### src/rtl/mem_arb_pkg.sv
// Shared types for the main-memory arbiter: FSM states, grant and op encodings.
package mem_arb_pkg;

  typedef enum logic [1:0] {IDLE, ISSUE, WAIT, RESP} state_t;
  typedef enum logic {GNT_I = 1'b0, GNT_D = 1'b1} gnt_t;
  typedef enum logic {OP_RD = 1'b0, OP_WR = 1'b1} op_t;

endpackage

### src/rtl/mem_arb_pick.sv
// Combinational winner selection between icache and dcache.
// MEM_ARB_RR_EN selects round-robin; otherwise dcache has fixed priority.
import mem_arb_pkg::*;

module mem_arb_pick (
  input  logic i_ireq,
  input  logic i_dreq,
`ifdef MEM_ARB_RR_EN
  input  gnt_t i_last,
`endif
  output gnt_t o_gnt
);

`ifdef MEM_ARB_RR_EN
  // Contention goes to whichever side did not win last time.
  assign o_gnt = (i_ireq && i_dreq) ? ((i_last == GNT_I) ? GNT_D : GNT_I)
               : (i_dreq ? GNT_D : GNT_I);
`else
  assign o_gnt = i_dreq ? GNT_D : GNT_I;
`endif

endmodule

### src/rtl/mem_arbiter.sv
// Shares one main-memory port between icache reads and dcache reads/writes.
// Define MEM_ARB_RR_EN for round-robin arbitration (default: dcache priority).
import mem_arb_pkg::*;

module mem_arbiter #(
  parameter int ADDR_W = 32,
  parameter int DATA_W = 32
) (
  input  logic                clk,
  input  logic                reset,
  input  logic [ADDR_W-1:0]   icache_addr,
  input  logic                icache_req,
  output logic [DATA_W-1:0]   icache_rdata,
  output logic                icache_ready,
  input  logic [ADDR_W-1:0]   dcache_addr,
  input  logic [DATA_W-1:0]   dcache_wdata,
  input  logic [DATA_W/8-1:0] dcache_wmask,
  input  logic                dcache_wen,
  input  logic                dcache_ren,
  output logic [DATA_W-1:0]   dcache_rdata,
  output logic                dcache_ready,
  output logic [ADDR_W-1:0]   mem_addr,
  output logic [DATA_W-1:0]   mem_wdata,
  output logic [DATA_W/8-1:0] mem_wmask,
  output logic                mem_rstrb,
  input  logic [DATA_W-1:0]   mem_rdata,
  input  logic                mem_rbusy,
  input  logic                mem_wbusy
);

  localparam int MASK_W = DATA_W/8;

  state_t              r_state;
  gnt_t                r_gnt;
  op_t                 r_op;
  logic [ADDR_W-1:0]   r_mem_addr;
  logic [DATA_W-1:0]   r_mem_wdata;
  logic [MASK_W-1:0]   r_mem_wmask;
  logic                r_mem_rstrb;
  logic [DATA_W-1:0]   r_icache_rdata;
  logic [DATA_W-1:0]   r_dcache_rdata;
  logic                r_icache_ready;
  logic                r_dcache_ready;

  logic                w_dreq;
  logic                w_any;
  logic                w_busy;
  gnt_t                w_gnt;
  op_t                 w_op;
  logic [ADDR_W-1:0]   w_req_addr;

  assign w_dreq     = dcache_wen | dcache_ren;
  assign w_any      = icache_req | w_dreq;
  assign w_op       = (w_gnt == GNT_D && dcache_wen) ? OP_WR : OP_RD;
  assign w_req_addr = (w_gnt == GNT_D) ? dcache_addr : icache_addr;
  assign w_busy     = (r_op == OP_WR) ? mem_wbusy : mem_rbusy;

`ifdef MEM_ARB_RR_EN
  gnt_t r_last;

  mem_arb_pick u_pick (
    .i_ireq (icache_req),
    .i_dreq (w_dreq),
    .i_last (r_last),
    .o_gnt  (w_gnt)
  );

  always_ff @(posedge clk or negedge reset) begin
    if (!reset)                    r_last <= GNT_I;
    else if (r_state == IDLE && w_any) r_last <= w_gnt;
  end
`else
  mem_arb_pick u_pick (
    .i_ireq (icache_req),
    .i_dreq (w_dreq),
    .o_gnt  (w_gnt)
  );
`endif

  always_ff @(posedge clk or negedge reset) begin
    if (!reset) begin
      r_state        <= IDLE;
      r_gnt          <= GNT_I;
      r_op           <= OP_RD;
      r_mem_addr     <= '0;
      r_mem_wdata    <= '0;
      r_mem_wmask    <= '0;
      r_mem_rstrb    <= 1'b0;
      r_icache_rdata <= '0;
      r_dcache_rdata <= '0;
      r_icache_ready <= 1'b0;
      r_dcache_ready <= 1'b0;
    end else begin
      r_mem_rstrb    <= 1'b0;
      r_mem_wmask    <= '0;
      r_icache_ready <= 1'b0;
      r_dcache_ready <= 1'b0;
      case (r_state)
        IDLE: if (w_any) begin
          r_gnt      <= w_gnt;
          r_op       <= w_op;
          r_mem_addr <= w_req_addr;
          if (w_gnt == GNT_D) r_mem_wdata <= dcache_wdata;
          // An all-zero mask write touches nothing, so skip the memory port.
          if (w_op == OP_WR && dcache_wmask == '0) begin
            r_dcache_ready <= 1'b1;
            r_state        <= RESP;
          end else begin
            r_mem_rstrb <= (w_op == OP_RD);
            r_mem_wmask <= (w_op == OP_WR) ? dcache_wmask : '0;
            r_state     <= ISSUE;
          end
        end
        ISSUE: r_state <= WAIT;
        WAIT: if (!w_busy) begin
          if (r_op == OP_RD) begin
            if (r_gnt == GNT_I) r_icache_rdata <= mem_rdata;
            else                r_dcache_rdata <= mem_rdata;
          end
          if (r_gnt == GNT_I) r_icache_ready <= 1'b1;
          else                r_dcache_ready <= 1'b1;
          r_state <= RESP;
        end
        RESP:    r_state <= IDLE;
        default: r_state <= IDLE;
      endcase
    end
  end

  assign mem_addr     = r_mem_addr;
  assign mem_wdata    = r_mem_wdata;
  assign mem_wmask    = r_mem_wmask;
  assign mem_rstrb    = r_mem_rstrb;
  assign icache_rdata = r_icache_rdata;
  assign icache_ready = r_icache_ready;
  assign dcache_rdata = r_dcache_rdata;
  assign dcache_ready = r_dcache_ready;

endmodule

### config.mk
export PLATFORM = sky130hd
export DESIGN_NAME = mem_arbiter
export DESIGN_NICKNAME = d
export VERILOG_FILES = /design/src/rtl/mem_arb_pkg.sv /design/src/rtl/mem_arb_pick.sv /design/src/rtl/mem_arbiter.sv
export SDC_FILE = /design/constraint.sdc
export NUM_CORES = 1
export LEC_CHECK = 0
export BUFFER_PORTS_ARGS = -buffer_cell sky130_fd_sc_hd__buf_2
export CORE_MARGIN = 2
export CORE_UTILIZATION = 39
export CTS_BUF_LIST = sky130_fd_sc_hd__clkbuf_8
export CTS_CLUSTER_SIZE = 20
export DETAILED_ROUTE_END_ITERATION = 6
export GPL_TIMING_DRIVEN = 0
export PLACE_DENSITY_LB_ADDON = 0.25
export SLEW_MARGIN = 20
export SYNTH_ARGS = -nofsm -noshare
export SYNTH_HDL_FRONTEND = slang
export SYNTH_SLANG_ARGS = --single-unit
export TNS_END_PERCENT = 30
### constraint.sdc
create_clock -name clk -period 1.7 [get_ports clk]
set_clock_uncertainty 0.1 [all_clocks]
set_input_delay 0.085 -clock clk [delete_from_list [all_inputs] [get_ports clk]]
set_output_delay 0.085 -clock clk [all_outputs]
set_load 0.005 [all_outputs]
==> results.sh <==
export IMPL_min_path_type="in2reg"
export IMPL_final_instance_count_excl_fill=1012
export IMPL_setup_worst_path_end_class="flip-flop"
export IMPL_io_pin_count=274
export IMPL_fp_row_count=44
export IMPL_whs_ns=0.0454
export IMPL_diodes=0
export IMPL_min_period_ns=1.71
export IMPL_setup_viol=1
export IMPL_wire_per_inst_um=16.9
export IMPL_grt_overflow=0
export IMPL_cts_tree="built"
export IMPL_cp_max_fo=10
export IMPL_dp_slack_ns=-0.222
export IMPL_maxUsedRoutingLayer="met5"
export IMPL_violations="setup timing"
export IMPL_powerDensity_nw_per_um2=1570
export IMPL_grt_max_degree=76
export IMPL_outcome="finished with violations"
export IMPL_grt_pass1_wl_um=26900
export IMPL_clock_tree_root_cell="clkbuf_8"
export IMPL_met3_wirelength_um=1180
export IMPL_synth_simple_gate_area_share_pct=4.45
export IMPL_synth_xor_area_share_pct=0
export IMPL_hold_viol_final=0
export IMPL_cts_made_buffers=17
export IMPL_m1WireLength_um=6910
export IMPL_rsz0062_at_grt="true"
export IMPL_synth_compound_area_share_pct=4.17
export IMPL_grt_pass1_vias=5187
export IMPL_path_clk_slew_ns=0.08
export IMPL_ant_nets=0
export IMPL_setup_slack_ns=-0.00511
export IMPL_ys_warnings_count=0
export IMPL_fin_nets=956
export IMPL_rr_startpoint="r_state[0]"
export IMPL_dp_cells=840
export IMPL_track_usage_pct=21.6
export IMPL_seqPwrFrac_pct=39.0
export IMPL_start_kind="flip-flop"
export IMPL_tightest_slew_ns=0.497
export IMPL_cts_sinks=139
export IMPL_coreArea_um2=14500
export IMPL_die_area_um2=15800
export IMPL_drt_iter0_markers=171
export IMPL_areaGrowthSynthToFinish_pct=65.0
export IMPL_initial_core_util_pct=39.8
export IMPL_comb_power_share_pct=40.7
export IMPL_ys_seq_area_share_pct=60.4
export IMPL_avgSynthCellArea_um2=15.1
export IMPL_die_width_um=126
export IMPL_synth_top_family_by_area="multiplexers"
export IMPL_drive_gt1_share_pct=52.5
export IMPL_synth_fa_ha_area_share_pct=0.434
export IMPL_drt_pre_antenna_iters=4
export IMPL_arrival_ns=1.94
export IMPL_clock_tree_buffer_depth=2
export IMPL_synth_seq_cells=139
export IMPL_antenna_found_initial=1
export IMPL_critPathRequiredTime_ns=1.93
export IMPL_timing_setup_tns_ns=-0.00511
export IMPL_synthTopCellsByArea="dfrtp_1, mux2_2, mux2_4, mux2i_1, buf_6"
export IMPL_async_flop_share_pct=100
export IMPL_htree_levels=4
export IMPL_syn_inst=382
export IMPL_switchingPower_mw=4.61
export IMPL_gp_congestion=0.796
export IMPL_synthMuxAreaShare_pct=27.1
export IMPL_port_buffers=273
export IMPL_synth_cell_types=32
export IMPL_critical_path_class="reg2reg"
export IMPL_relSlewSlack_pct=66.9
export IMPL_swShare_pct=31.0
export IMPL_p_int_mw=10.3
export IMPL_slew_violations=0
export IMPL_clock_latency_ns=0.44
export IMPL_synth_top_flop_cell="dfrtp_1"
export IMPL_synth_area_leader_cell="dfrtp_1"
export IMPL_routed_wl_met2_um=8770
export IMPL_syn_nets=523
export IMPL_die_h_um=126
export IMPL_synth_edf_count=0
export IMPL_synth_area_um2=5760
export IMPL_startpoint="r_state[0]"
export IMPL_period_share_pct=100
export IMPL_clkPwrFrac_pct=20.2
export IMPL_clock_fmax_ghz=0.586
export IMPL_power_mw=14.9
export IMPL_vias_per_cell=4.74
export IMPL_yosys_top_cells_count="dfrtp_1, mux2_2, mux2_4"
export IMPL_synth_top_cell_area_share_pct=60.4
export IMPL_vias=4793
export IMPL_ir_worst_vdd_mv=0.735
export IMPL_hold_start="dcache_wen"
export IMPL_drt_total_wl_um=17200
export IMPL_dpl_hpwl_um=10800
export IMPL_p_leak_nw=4.82
export IMPL_cap_viol_max_count=0
export IMPL_drc_errors=0
export IMPL_yosysMostFrequentCell="dfrtp_1"
stage by stage:
step | instance area [um2] | utilization (%)
finish | 9500 | 65.6
global route | 9500 | 65.6
CTS | 9340 | 64.5
detailed placement | 7410 | 51.1
global placement | 7370 | 50.9
floorplan | 5770 | -
cells in the final DEF (no fill, tap or decap), types with 2 or more instances in the layout:
| cell type | instances |
|---|---|
| inv_1 | 3 |
| buf_12 | 7 |
| dfrtp_1 | 139 |
| bufinv_16 | 4 |
| dlygate4sd3_1 | 136 |
| clkbuf_2 | 3 |
| mux2i_1 | 32 |
| clkinvlp_4 | 2 |
| buf_4 | 6 |
| buf_2 | 273 |
| mux2_2 | 16 |
| and3_1 | 4 |
| ha_4 | 2 |
| mux2_4 | 81 |
| clkbuf_8 | 21 |
| nand2_1 | 34 |
| o21ai_0 | 21 |
| o21ai_1 | 12 |
| buf_6 | 8 |
area by class of cell:
cell class	instances	area [um2]
clock buffers	21	289
fillers	1029	4980
plain buffers	21	249
inverters	2	7.51
multi-input cells	220	2270
clock inverters	11	165
well taps	184	230
flip-flops and latches	139	3480
repair buffers	414	2810
power groups by stage:
stage                     sequential [mW]  clock, mW  combinational [mW]
after global routing                 6.01       3.25                6.60
after detailed placement             5.75          0                5.34
after CTS                            5.73       3.10                5.75
final                                5.80       3.01                6.06
after global placement               5.68          0                5.20
after floorplan                      5.84          0                2.78
path summary, 6_finish.rpt:
check | cells after the start | slack, ns | end
worst min register to register | 2 | 0.38 | mem_addr[21]
worst max-delay path | 6 | -0.005 | icache_rdata[12]
max in group asynchronous | 3 | 0.70 | mem_addr[21]
min in group asynchronous | 2 | 0.07 | dcache_rdata[5]
worst min-delay path | 3 | 0.05 | mem_wmask[3]
worst max register to register | 6 | -0.005 | icache_rdata[12]
metal layers:
layer,vias up,global-route usage (%)
met1,2356,25.4
met5,-,0
met3,30,7.10
met2,203,37.4
met4,2,6.86
li1,2202,-
worst max-delay path, stage by stage (launching register included):
cell and delay [ns]:
dfrtp_1 0.39, inv_2 0.08, ha_4 0.15, nor4b_4 0.20
buf_6 0.18, buf_12 0.15, mux2_2 0.33
sequential cells by signal, indices dropped and copies added (netlist names):
name / flops
mem_wdata: 32
icache_ready: 1
icache_rdata: 32
dcache_rdata: 32
mem_wmask: 4
r_state: 2
mem_addr: 32
mem_rstrb: 1
dcache_ready: 1
r_gnt: 1
r_op: 1
cells by family after synthesis:
| kind of cell | Yosys count |
|---|---|
| compound gates | 40 |
| fa+ha+maj | 2 |
| buf+inv | 23 |
| flops | 139 |
| mux | 129 |
| simple gates | 49 |
what timing repair did:
action	in CTS	in global routing
pin swaps	1	1
setup endpoints to repair	65	118
setup buffers	3	1
endpoints found under the hold margin	275	0
resized for setup	23	41
hold buffers	136	0
(Power assumes the default switching activity.)
